===== config.mk =====
export PLATFORM = sky130hd
export DESIGN_NAME = instr_queue
export DESIGN_NICKNAME = d
export VERILOG_FILES = /design/src/rtl/instr_queue_pkg.sv /design/src/rtl/instr_queue_iq_ram.sv /design/src/rtl/instr_queue.sv
export SDC_FILE = /design/constraint.sdc
export NUM_CORES = 1
export LEC_CHECK = 0
export ABC_AREA = 0
export BUFFER_PORTS_ARGS = -buffer_cell sky130_fd_sc_hd__buf_4
export CAP_MARGIN = 20
export CORE_MARGIN = 3
export CORE_UTILIZATION = 62
export DETAILED_ROUTE_END_ITERATION = 10
export PLACE_DENSITY = 0.84
export SYNTH_ARGS = -nofsm -noshare
export SYNTH_HDL_FRONTEND = slang
export SYNTH_HIERARCHICAL = 1
export SYNTH_SLANG_ARGS = --single-unit

===== constraint.sdc =====
create_clock -name clk -period 17.6 [get_ports clk]
set_input_delay 1.76 -clock clk [delete_from_list [all_inputs] [get_ports clk]]
set_output_delay 1.76 -clock clk [all_outputs]
set_load 0.05 [all_outputs]

===== src/rtl/instr_queue_pkg.sv =====
// Shared defaults and entry layout for the fetch-to-decode instruction queue.
package instr_queue_pkg;

  localparam int IQ_XLEN_DEF  = 32;
  localparam int IQ_DEPTH_DEF = 4;

  typedef struct packed {
    logic [IQ_XLEN_DEF-1:0] pc;
    logic [IQ_XLEN_DEF-1:0] pc_plus_four;
    logic [IQ_XLEN_DEF-1:0] instr;
  } iq_entry_t;

endpackage


===== src/rtl/instr_queue_iq_ram.sv =====
// Entry storage for instr_queue: DEPTH x W register array, one write port,
// one asynchronous read port. Contents are never reset.
module iq_ram #(
  parameter int DEPTH = 4,
  parameter int W     = 96
) (
  input  logic                     clk,
  input  logic                     i_we,
  input  logic [$clog2(DEPTH)-1:0] i_waddr,
  input  logic [W-1:0]             i_wdata,
  input  logic [$clog2(DEPTH)-1:0] i_raddr,
  output logic [W-1:0]             o_rdata
);

  logic [W-1:0] r_mem [DEPTH];

  always_ff @(posedge clk) begin
    if (i_we) r_mem[i_waddr] <= i_wdata;
  end

  assign o_rdata = r_mem[i_raddr];

endmodule


===== src/rtl/instr_queue.sv =====
// Circular instruction queue between fetch and decode with flush support.
// Optional same-cycle empty-queue bypass when IQ_BYPASS_EN is defined.
module instr_queue
  import instr_queue_pkg::*;
#(
  parameter int DEPTH = IQ_DEPTH_DEF,
  parameter int XLEN  = IQ_XLEN_DEF
) (
  input  logic                     clk,
  input  logic                     rst,
  input  logic                     flush,
  input  logic                     in_valid,
  output logic                     in_ready,
  input  logic [XLEN-1:0]          in_pc,
  input  logic [XLEN-1:0]          in_pc_plus_four,
  input  logic [XLEN-1:0]          in_instr,
  output logic                     out_valid,
  input  logic                     out_ready,
  output logic [XLEN-1:0]          out_pc,
  output logic [XLEN-1:0]          out_pc_plus_four,
  output logic [XLEN-1:0]          out_instr,
  output logic [$clog2(DEPTH):0]   count
);

  localparam int AW = $clog2(DEPTH);
  localparam int CW = AW + 1;

  typedef struct packed {
    logic [XLEN-1:0] pc;
    logic [XLEN-1:0] pc_plus_four;
    logic [XLEN-1:0] instr;
  } entry_t;

  logic [AW-1:0] r_wptr;
  logic [AW-1:0] r_rptr;
  logic [CW-1:0] r_count;
  entry_t        r_last;

  entry_t w_in;
  entry_t w_head;
  entry_t w_cur;
  logic   w_empty;
  logic   w_full;
  logic   w_byp;
  logic   w_out_valid;
  logic   w_pop;
  logic   w_push;
  logic   w_in_ready;
  logic   w_byp_take;
  logic   w_wr;
  logic   w_rd;

  assign w_in    = '{pc: in_pc, pc_plus_four: in_pc_plus_four, instr: in_instr};
  assign w_empty = (r_count == '0);
  assign w_full  = (r_count == CW'(DEPTH));

`ifdef IQ_BYPASS_EN
  assign w_byp = w_empty && in_valid;
`else
  assign w_byp = 1'b0;
`endif

  // Bypassed entries consumed in the same cycle never touch storage or pointers.
  always_comb begin
    w_out_valid = (!w_empty || w_byp) && !flush;
    w_pop       = w_out_valid && out_ready;
    w_in_ready  = !w_full || w_pop;
    w_push      = in_valid && w_in_ready;
    w_byp_take  = w_byp && w_pop;
    w_wr        = w_push && !flush && !w_byp_take;
    w_rd        = w_pop && !w_byp_take;
    w_cur       = w_byp ? w_in : w_head;
  end

  iq_ram #(
    .DEPTH (DEPTH),
    .W     (3*XLEN)
  ) u_ram (
    .clk     (clk),
    .i_we    (w_wr),
    .i_waddr (r_wptr),
    .i_wdata (w_in),
    .i_raddr (r_rptr),
    .o_rdata (w_head)
  );

  always_ff @(posedge clk or negedge rst) begin
    if (!rst) begin
      r_wptr  <= '0;
      r_rptr  <= '0;
      r_count <= '0;
    end else if (flush) begin
      r_wptr  <= '0;
      r_rptr  <= '0;
      r_count <= '0;
    end else begin
      if (w_wr) r_wptr <= r_wptr + AW'(1);
      if (w_rd) r_rptr <= r_rptr + AW'(1);
      case ({w_wr, w_rd})
        2'b10:   r_count <= r_count + CW'(1);
        2'b01:   r_count <= r_count - CW'(1);
        default: r_count <= r_count;
      endcase
    end
  end

  // Last presented head, so the data ports hold while out_valid is low.
  always_ff @(posedge clk) begin
    if (w_out_valid) r_last <= w_cur;
  end

  entry_t w_out;
  assign w_out = w_out_valid ? w_cur : r_last;

  assign in_ready         = w_in_ready;
  assign out_valid        = w_out_valid;
  assign out_pc           = w_out.pc;
  assign out_pc_plus_four = w_out.pc_plus_four;
  assign out_instr        = w_out.instr;
  assign count            = r_count;

endmodule


==> out/metrics.yaml, run 1 <==
die:
  die_y_um: 174.3
  rows: 60
  fp.coreArea_mm2: 0.02740
  die_x_um: 174.3
  initial_core_util: 0.6410
  die-area_mm2: 0.03039
  ios: 202
timing:
  finalClockSkew_ns: 0.01305
  finalHoldViolations: 0
  fmax_mhz: 172.7
  finalSetupViolations: 0
  rsz0062_at_grt: "no"
  finalCritPeriodShare: 0.3289
  fin_tns_setup_ns: 0
  relSlewSlack: 0.3477
  drv_slew: 0
  period_needed_ns: 5.789
  max_slew.worst_pin.slew_ns: 0.9784
final_layout:
  areaGrowthSynthToFinish_pct: 19.06
  final_common_cell: "edfxtp_1"
  final_layout_size_suffix_gt1_frac: 0.4646
  final_cell_mix: "edfxtp_1, buf_4, dfxtp_1, mux4_2, mux2_2"
  nFillCells: 1427
  nets: 1095
  n_antenna_cell: 0
grt:
  grt_pass1_wl_mm: 50.44
  grt.total_usage: 0.2168
  grt_max_degree: 66
  grt_pass1_vias: 8547
  overflow: 0
  antenna_found_initial: 0
worst_setup_path:
  r2r-end: "u_ram/r_mem[1][29]"
  crit_type: "input pin to output port"
  end_kind: "output port"
  startpoint_type: "input pin"
  arrival_ns: 4.03
  cp_data_required_time_ns: 15.84
  r2r_slack_ns: 14.37
  critPathMaxFanout: 57
  reg2regPathDepth: 5
  r2r-start: "count[0]"
route:
  vias: 8150
  top_layer: "met4"
  m1WireLength_mm: 12.74
  wl_per_cell_um: 23.36
  viasPerCell: 5.809
  postRouteAntennaNets: 0
  drtIter0Drc: 585
  drt-pass1-iter-count: 7
  met2_length_mm: 16.53
  wl_mm: 32.77
  wl_met3_mm: 2.698
  route.detailed.drc: 0
clock_network:
  clk_transition_reported_paths_ns: 0.06
  clockBufferDepth: 3
  cts_hold_buffers: 0
  insertion_delay_ns: 0.54
  cts_setup_buffers: 0
  numCtsBuffers: 47
  cts_tree: "done"
  root_buffer: "clkbuf_16"
  cts-resized-gates: 0
  clock_sinks: 487
  h-tree-depth: 2
synth:
  syn-mean-instance-area_um2: 22.87
  yosys.area.top_type: "edfxtp_1"
  synthFlopType: "edfxtp_1"
  synth_cell_type_count: 34
  yosysSeqAreaShare: 0.7759
  ys_seq_elements: 487
  synth_edf_count: 384
  synthDominantCellAreaShare: 0.6565
  async_flop_share: 0.01437
  syn_nets: 870
  syn_inst: 768
  syn_area_mm2: 0.01756
  yosys_warnings: 6
  netlist_top_cells_area: "edfxtp_1, mux4_2, dfxtp_1"
placement:
  io_buffers: 201
  detailed_place_hpwl_mm: 19.08
  place_congestion: 0.7346
run:
  drv_cap: 0
power_and_ir_drop:
  ir_drop_v: 0.0001279
  power_uw: 3513
  p_leak_uw: 0.007222
  p_per_area_mw_per_mm2: 168.0
min_path:
  hold_path_depth: 1
  hold_class: "flop to flop"
  min_to: "r_last[64]"
  hold_start: "r_last[64]"
outcome:
  status: "finished clean"
-- through the flow --
stage | instances | hold WS, ns | utilization | worst slack, ns | area [µm²]
after floorplan | 768 | 0.4994 | - | 7.348 | 17560
after global placement | 1315 | 0.4566 | 0.7079 | 11.49 | 19400
after detailed placement | 1315 | 0.4561 | 0.7079 | 11.39 | 19400
after CTS | 1402 | 0.4721 | 0.7624 | 11.35 | 20890
after global routing | 1403 | 0.4859 | 0.7632 | 11.70 | 20910
final | 1403 | 0.4704 | 0.7632 | 11.81 | 20910
-- layer usage --
layer	track usage	vias up
li1	-	3582
met1	0.2960	4213
met2	0.3556	299
met3	0.05308	56
met4	0.06200	0
met5	0	-
-- report_power, final --
group / switching [µW] / leakage, µW / internal, µW
clock: 391 / 0.000726 / 562
sequential: 60.4 / 0.00439 / 1400
combinational: 700 / 0.00211 / 401
total: 1150 / 0.00722 / 2360
-- sequential cells by signal, summed over array words and instances (netlist names) --
| signal | count |
|---|---|
| count | 3 |
| r_last | 96 |
| r_rptr | 2 |
| r_wptr | 2 |
| u_ram/r_mem | 384 |
-- area by class of cell --
| class | instances | area (µm²) | share of cell area |
|---|---|---|---|
| sequential | 487 | 13640 | 0.6521 |
| multi-input combinational | 242 | 3701 | 0.1770 |
| timing repair buffer | 212 | 1604 | 0.07671 |
| clock buffer | 75 | 1406 | 0.06725 |
| tap | 372 | 465.4 | 0.02226 |
| clock inverter | 12 | 87.58 | 0.004188 |
| inverter | 3 | 11.26 | 0.0005385 |
-- cells in the mapped netlist, types with 2 or more instances --
library cell / count
mux2_4: 29
nor3b_1: 2
clkbuf_1: 8
nand2b_1: 2
xnor2_1: 2
edfxtp_1: 384
buf_6: 9
buf_2: 18
nand3_1: 4
a31oi_1: 2
nor2_4: 2
and3b_1: 2
mux4_2: 96
xor2_1: 3
nor2_1: 10
nor3_1: 2
inv_1: 3
dfrtp_1: 7
mux2_2: 68
a21oi_1: 3
o21ai_0: 4
dfxtp_1: 96
-- critical path: stages --
cell,delay [ns]
buf_4,0.16
nor2_4,0.33
buf_12,0.25
buf_4,0.75
mux2_2,0.44
buf_4,0.20
-- worst max-delay path by stage --
stage,startpoint,to,slack (ns),cells after the start
6_report,flush,out_instr[31],11.81,6
5_1_grt,flush,out_instr[31],11.70,6
4_1_cts,flush,out_instr[31],11.35,5
3_5_place_dp,flush,out_instr[31],11.39,5
3_3_place_gp,flush,out_pc_plus_four[18],11.49,5
2_1_floorplan,flush,u_ram/r_mem[0][0],7.35,5
-- cells by family after synthesis --
family / Yosys count / synth area share
AOI/OAI and AO/OA: 14 / 0.005129
adders and majority gates: 1 / 0.001140
buffers and inverters: 39 / 0.01439
xor gates and xnor gates: 5 / 0.002494
muxes: 193 / 0.1915
and+or+nand+nor: 29 / 0.009475
DFF: 487 / 0.7759
No activity file was read; power rests on OpenSTA's default activity.
==> run 2, diff against run 1 <==
- CORE_UTILIZATION: 62 -> 58
- PLACE_DENSITY: 0.84 -> 0.79
- clock period: 17.6 -> 5.5 ns (I/O delays scaled with it)
==> run 2 against run 1 <==
Compared with the run above:
- global-route usage shrank 2.2 points
- wire length is 3.7% lower
- sequential share of layout area fell by 0.52 points
- core utilization fell by 5.4 points
- sequential cell count did not move
- setup slack got worse by 9.8 ns
- first-iteration DRC count grew 16%
- combinational power grew to 3.2 times the previous value
- die area increased by 6.7%
- worst hold slack worse by 0.27 ns
- sequential power rose to 3.2 times the previous value
- critical path type is now flop to output port
- critical endpoint is now out_pc_plus_four[11]
==> out/metrics.yaml, run 2 (synthesis results as in run 1) <==
worst_setup_path:
  crit_top_cell: "buf_4"
  arrival_ns: 2.91  # -1.12 ns
  cp_data_required_time_ns: 4.95  # -10.89 ns
  cp_num_cells: 4  # -2
  path_buf_inv: 2  # -2
  path_delay_family: "multiplexers"
  worstPathCellList: "buf_4 > mux4_2 > mux2_2 > buf_4"
  startpoint_type: "flop"
  crit_path_top_delay_cell: "dfrtp_4"
  reg2regPathDepth: 5  # unchanged
  critPathMaxFanout: 28  # -51%
  cpPeakStageDelay_ns: 0.68  # -0.07 ns
  end_kind: "output port"
  crit_type: "flop to output port"
timing:
  drv_slew: 0  # unchanged
  finalSetupViolations: 0  # unchanged
  rsz0062_at_grt: "no"
  max_slew.worst_pin.slew_ns: 1.047  # +0.06855 ns
  fmax_mhz: 289.3
  period_needed_ns: 3.457
  finalHoldViolations: 0  # unchanged
  finalClockSkew_ns: 0.01353  # +0.0004762 ns
  relSlewSlack: 0.3020  # -0.04570
  fin_tns_setup_ns: 0  # unchanged
  finalCritPeriodShare: 0.6285
die:
  rows: 63  # +5.0%
  ios: 202  # unchanged
  die_y_um: 180.0  # +3.3%
  die_x_um: 180.0  # +3.3%
  die-area_mm2: 0.03241  # +6.7%
  fp.coreArea_mm2: 0.02972  # +8.5%
  initial_core_util: 0.5910  # -0.04996
final_layout:
  areaGrowthSynthToFinish_pct: 20.01
  largest_register: "u_ram/r_mem"
  final_cell_mix: "edfxtp_1, buf_4, dfxtp_1, mux4_2, mux2_2"
  final_cell_area_mm2: 0.02108  # +0.80%
  final_layout_size_suffix_gt1_frac: 0.4695  # +0.004909
  final_common_cell: "edfxtp_1"
  nFillCells: 1741  # +22%
  nets: 1097  # +0.18%
  largest_register_ffs: 384  # unchanged
placement:
  place_congestion: 0.7662  # +4.3%
  detailed_place_hpwl_mm: 18.13  # -5.0%
  placed_area_mm2: 0.01948  # +0.44%
  io_buffers: 201  # unchanged
clock_network:
  clock_sinks: 487  # unchanged
  clk_transition_reported_paths_ns: 0.06  # about the same
  cts_tree: "done"
  h-tree-depth: 2  # unchanged
  clockBufferDepth: 3  # unchanged
  cts_setup_buffers: 0  # unchanged
  root_buffer: "clkbuf_16"
  numCtsBuffers: 48  # +2.1%
  insertion_delay_ns: 0.54  # about the same
power_and_ir_drop:
  p_leak_uw: 0.007282  # +0.83%
  p_per_area_mw_per_mm2: 542.2  # +220%
  ir_drop_v: 0.0005437  # +330%
grt:
  antenna_found_initial: 1  # +1
  grt.total_usage: 0.1945  # -0.02223
  overflow: 0  # unchanged
  grt_pass1_wl_mm: 49.24  # -2.4%
  grt_pass1_vias: 8537  # -0.12%
  grt_max_degree: 98  # +48%
min_path:
  hold_class: "input pin to flop"
  hold_path_depth: 1  # unchanged
route:
  drtIter0Drc: 681  # +16%
  wl_mm: 31.57  # -3.7%
  route.detailed.drc: 0  # unchanged
  vias: 8139  # -0.13%
  viasPerCell: 5.716  # -1.6%
  postRouteAntennaNets: 0  # unchanged
  drt-pass1-iter-count: 4  # -3
  wl_per_cell_um: 22.17  # -5.1%
outcome:
  status: "finished clean"
run:
  drv_cap: 0  # unchanged
==> run 2: worst register-to-register path, cell delays in order, from the launching register on <==
cell	delay, ns
dfrtp_1	0.54
nor2_1	0.16
a31oi_1	0.27
nor2b_1	0.31
and3_4	0.89
buf_4	0.47
==> run 2: area by class of cell <==
| cell class | count | area [µm²] | area share |
|---|---|---|---|
| tap | 390 | 488.0 | 0.02315 |
| clock inverter | 24 | 260.3 | 0.01235 |
| clock buffer | 64 | 1323 | 0.06274 |
| inverter | 3 | 11.26 | 0.0005342 |
| multi-input combinational | 242 | 3707 | 0.1759 |
| antenna | 1 | 2.502 | 0.0001187 |
| timing repair buffer | 213 | 1652 | 0.07835 |
| sequential | 487 | 13640 | 0.6469 |
==> run 2: final timing paths <==
kind / endpoint / startpoint / slack [ns]
worst min-delay path: u_ram/r_mem[0][54] / in_pc_plus_four[22] / 0.20
worst max register to register: u_ram/r_mem[3][68] / count[0] / 2.53
min in group asynchronous: count[1] / rst / 0.37
worst max-delay path: out_pc_plus_four[11] / r_rptr[0] / 2.04
worst min register to register: r_last[56] / r_last[56] / 0.47
max in group asynchronous: r_rptr[1] / rst / 5.00
==> run 2: layer usage <==
layer  track usage  wire (µm)  vias to the layer above
met1        0.2767      13370                     4226
met4       0.04114        548                        2
li1              -          -                     3601
met5             0         13                        -
met3       0.05168       2185                       46
met2        0.3125      15460                      264
==> run 2: power by group <==
group          internal [µW]  leakage [µW]  total [µW]  switching (µW)
logic                   1290       0.00212        3560            2270
clock network           1930      0.000773        3230            1300
registers               4470       0.00439        4640             168
==> run 2: stage by stage <==
step                      hold slack, ns  cells  power (µW)  setup WS, ns  utilization
after floorplan                   0.2544    768        7319         1.201            -
after global routing              0.1770   1423       11840         1.835       0.7092
after global placement            0.3662   1334        8232         2.417       0.6556
after detailed placement          0.3677   1334        8293         2.332       0.6556
final                             0.2044   1424       11430         2.043       0.7093
after CTS                         0.1826   1423       11540         1.927       0.7092
==> run 2: what timing repair did <==
| action | 4_1_cts | 5_1_grt |
|---|---|---|
| resized for setup | 0 | 0 |
| hold buffers | 1 | 0 |
| endpoints found under the hold margin | 7 | 0 |
==> run 3, diff against run 2 <==
- clock period: 5.5 -> 3.3 ns (I/O delays scaled with it)
==> run 3 against run 2 <==
Compared with the run above:
- clock skew is 0.0043 ns lower
- worst hold slack worse by 0.13 ns
- combinational power is 72% higher
- count of clock-buffer cells in the layout is 2 higher
- cell count is 7.2% higher
- sequential power is 66% higher
==> out/metrics.yaml, run 3 (synthesis results as in run 1) <==
route:
  postRouteAntennaNets: 0  # unchanged
  route.detailed.drc: 0  # unchanged
  viasPerCell: 5.588  # -2.2%
  vias: 8533  # +4.8%
  drt-pass1-iter-count: 4  # unchanged
  wl_per_cell_um: 21.58  # -2.6%
  drtIter0Drc: 583  # -14%
  wl_mm: 32.96  # +4.4%
timing:
  finalCritPeriodShare: 0.8566
  setup_ws_ns: 0.4732  # -1.570 ns
  relSlewSlack: 0.5738  # +0.2718
  fmax_mhz: 353.8
  max_slew.worst_pin.slew_ns: 0.6393  # -0.4077 ns
  drv_slew: 0  # unchanged
  rsz0062_at_grt: "no"
  finalSetupViolations: 0  # unchanged
  worst_hold_slack_ns: 0.07269  # -0.1317 ns
  finalHoldViolations: 0  # unchanged
  finalClockSkew_ns: 0.009180  # -0.004347 ns
  period_needed_ns: 2.827
power_and_ir_drop:
  p_clk_frac: 0.283  # about the same
  p_sw_frac: 0.3237  # -0.003447
  ir_drop_v: 0.0007573  # +39%
  p_int_uw: 13040  # +70%
  p_switching_uw: 6243  # +67%
  p_per_area_mw_per_mm2: 867.1  # +60%
  p_leak_uw: 0.007758  # +6.5%
  p_comb_frac: 0.317  # +0.006
  pwr-share-seq: 0.400  # -0.006
final_layout:
  largest_register_ffs: 384  # unchanged
  largest_register: "u_ram/r_mem"
  final_cell_area_mm2: 0.02224  # +5.5%
  finish.utilization: 0.7485  # +0.03916
  nets: 1198  # +9.2%
  areaGrowthSynthToFinish_pct: 26.63
  final_layout_size_suffix_gt1_frac: 0.4383  # -0.03123
  final_common_cell: "edfxtp_1"
  stdcell_count: 1527  # +7.2%
  nFillCells: 1606  # -7.8%
  final_cell_mix: "edfxtp_1, buf_4, dlygate4sd3_1"
worst_setup_path:
  end_kind: "output port"
  cp_data_required_time_ns: 2.97  # -1.98 ns
  crit_end: "out_pc[19]"
  crit_path_top_delay_cell: "dfrtp_4"
  startpoint_type: "flop"
  cpPeakStageDelay_ns: 0.75  # +0.07 ns
  r2r-end: "count[1]"
  worstPathCellList: "buf_12 > mux4_2 > mux2_2 > buf_4"
  reg2regPathDepth: 8  # +3
  path_buf_inv: 2  # unchanged
  crit_type: "flop to output port"
  path_delay_family: "flip-flops"
  cp_num_cells: 4  # unchanged
  r2r-start: "count[0]"
  arrival_ns: 2.50  # -0.41 ns
  r2r_slack_ns: 1.09  # -1.44 ns
  crit_start: "r_rptr[1]"
  critPathMaxFanout: 36  # +29%
clock_network:
  clk_transition_reported_paths_ns: 0.06  # about the same
  cts_tree: "done"
  cts_setup_buffers: 0  # unchanged
  insertion_delay_ns: 0.53  # about the same
  clock_sinks: 487  # unchanged
  numCtsBuffers: 47  # -2.1%
  root_buffer: "clkbuf_16"
  clockBufferDepth: 3  # unchanged
  h-tree-depth: 2  # unchanged
die:
  die_x_um: 180.0  # unchanged
  rows: 63  # unchanged
  die-area_mm2: 0.03241  # unchanged
  ios: 202  # unchanged
  fp.coreArea_mm2: 0.02972  # unchanged
  die_y_um: 180.0  # unchanged
  initial_core_util: 0.5910  # unchanged
grt:
  grt_max_degree: 74  # -24%
  overflow: 0  # unchanged
  antenna_found_initial: 1  # unchanged
  grt.total_usage: 0.2041  # +0.009523
  grt_pass1_wl_mm: 52.02  # +5.6%
  grt_pass1_vias: 9173  # +7.4%
placement:
  io_buffers: 201  # unchanged
  placed_area_mm2: 0.01966  # +0.89%
  dp.cells: 1340  # +0.45%
  detailed_place_hpwl_mm: 18.66  # +3.0%
  place_congestion: 0.7279  # -5.0%
  place_ws_ns: 0.9978  # -1.334 ns
outcome:
  status: "finished clean"
min_path:
  hold_class: "input pin to flop"
run:
  drv_cap: 0  # unchanged
[run 3: cell count changes in the layout (fill, tap and decap cells not counted), sizes merged]
| cell | change |
|---|---|
| bufinv | +1 |
| buf | +6 |
| dlygate4sd3 | +96 |
| clkinvlp | -1 |
| clkbuf | +2 |
| inv | -3 |
| diode | +2 |
[run 3: cell type report]
type / instances / area [µm²] / share of cell area
diodes: 3 / 7.507 / 0.0003375
clock buffers: 66 / 1351 / 0.06075
clock inverters: 21 / 255.2 / 0.01148
inverters: 3 / 11.26 / 0.0005063
multi-input cells: 242 / 3740 / 0.1681
flip-flops and latches: 487 / 13640 / 0.6134
well taps: 390 / 488.0 / 0.02194
repair buffers: 315 / 2745 / 0.1234
[run 3: worst min-delay path by stage]
stage                     start         to  depth (start not counted)
after CTS                 flush  r_wptr[0]                          2
after detailed placement    rst   count[0]                          1
after global routing      flush   count[2]                          2
after floorplan             rst   count[2]                          0
final                     flush   count[2]                          2
after global placement      rst   count[1]                          1
[run 3: metal layers]
layer / track usage / share of wire / wire length (µm)
met3: 0.03593 / 0.060 / 1978
met4: 0.04698 / 0.016 / 530
met5: 0 / 0 / 0
met2: 0.3385 / 0.50 / 16470
met1: 0.2913 / 0.42 / 13980
[run 3: timing repair]
action	CTS	global route
endpoints found under the setup margin	0	0
hold buffers	97	0
hold endpoints to repair	389	0
resized for setup	0	0
[run 3: per-stage QoR]
| step | setup TNS, ns | total power (µW) |
|---|---|---|
| 6_report | 0 | 19290 |
| 3_3_place_gp | 0 | 13730 |
| 4_1_cts | 0 | 19410 |
| 2_1_floorplan | -62.67 | 12210 |
| 5_1_grt | 0 | 19970 |
| 3_5_place_dp | 0 | 13830 |
[run 3: power groups by stage]
stage	Sequential, µW	Combinational [µW]	Clock, µW
after floorplan	7760	4450	0
after detailed placement	7820	6010	0
after global routing	7780	6370	5810
after CTS	7710	6130	5560
final	7720	6110	5460
after global placement	7790	5940	0
[run 3: worst reg2reg max path, cell delays in order (launching register included)]
cell	delay, ns
dfrtp_4	0.54
or2_4	0.30
nor2_4	0.13
nor3_1	0.08
fa_1	0.56
nand2_1	0.08
nor3_1	0.18
a21oi_1	0.08
a41oi_1	0.18
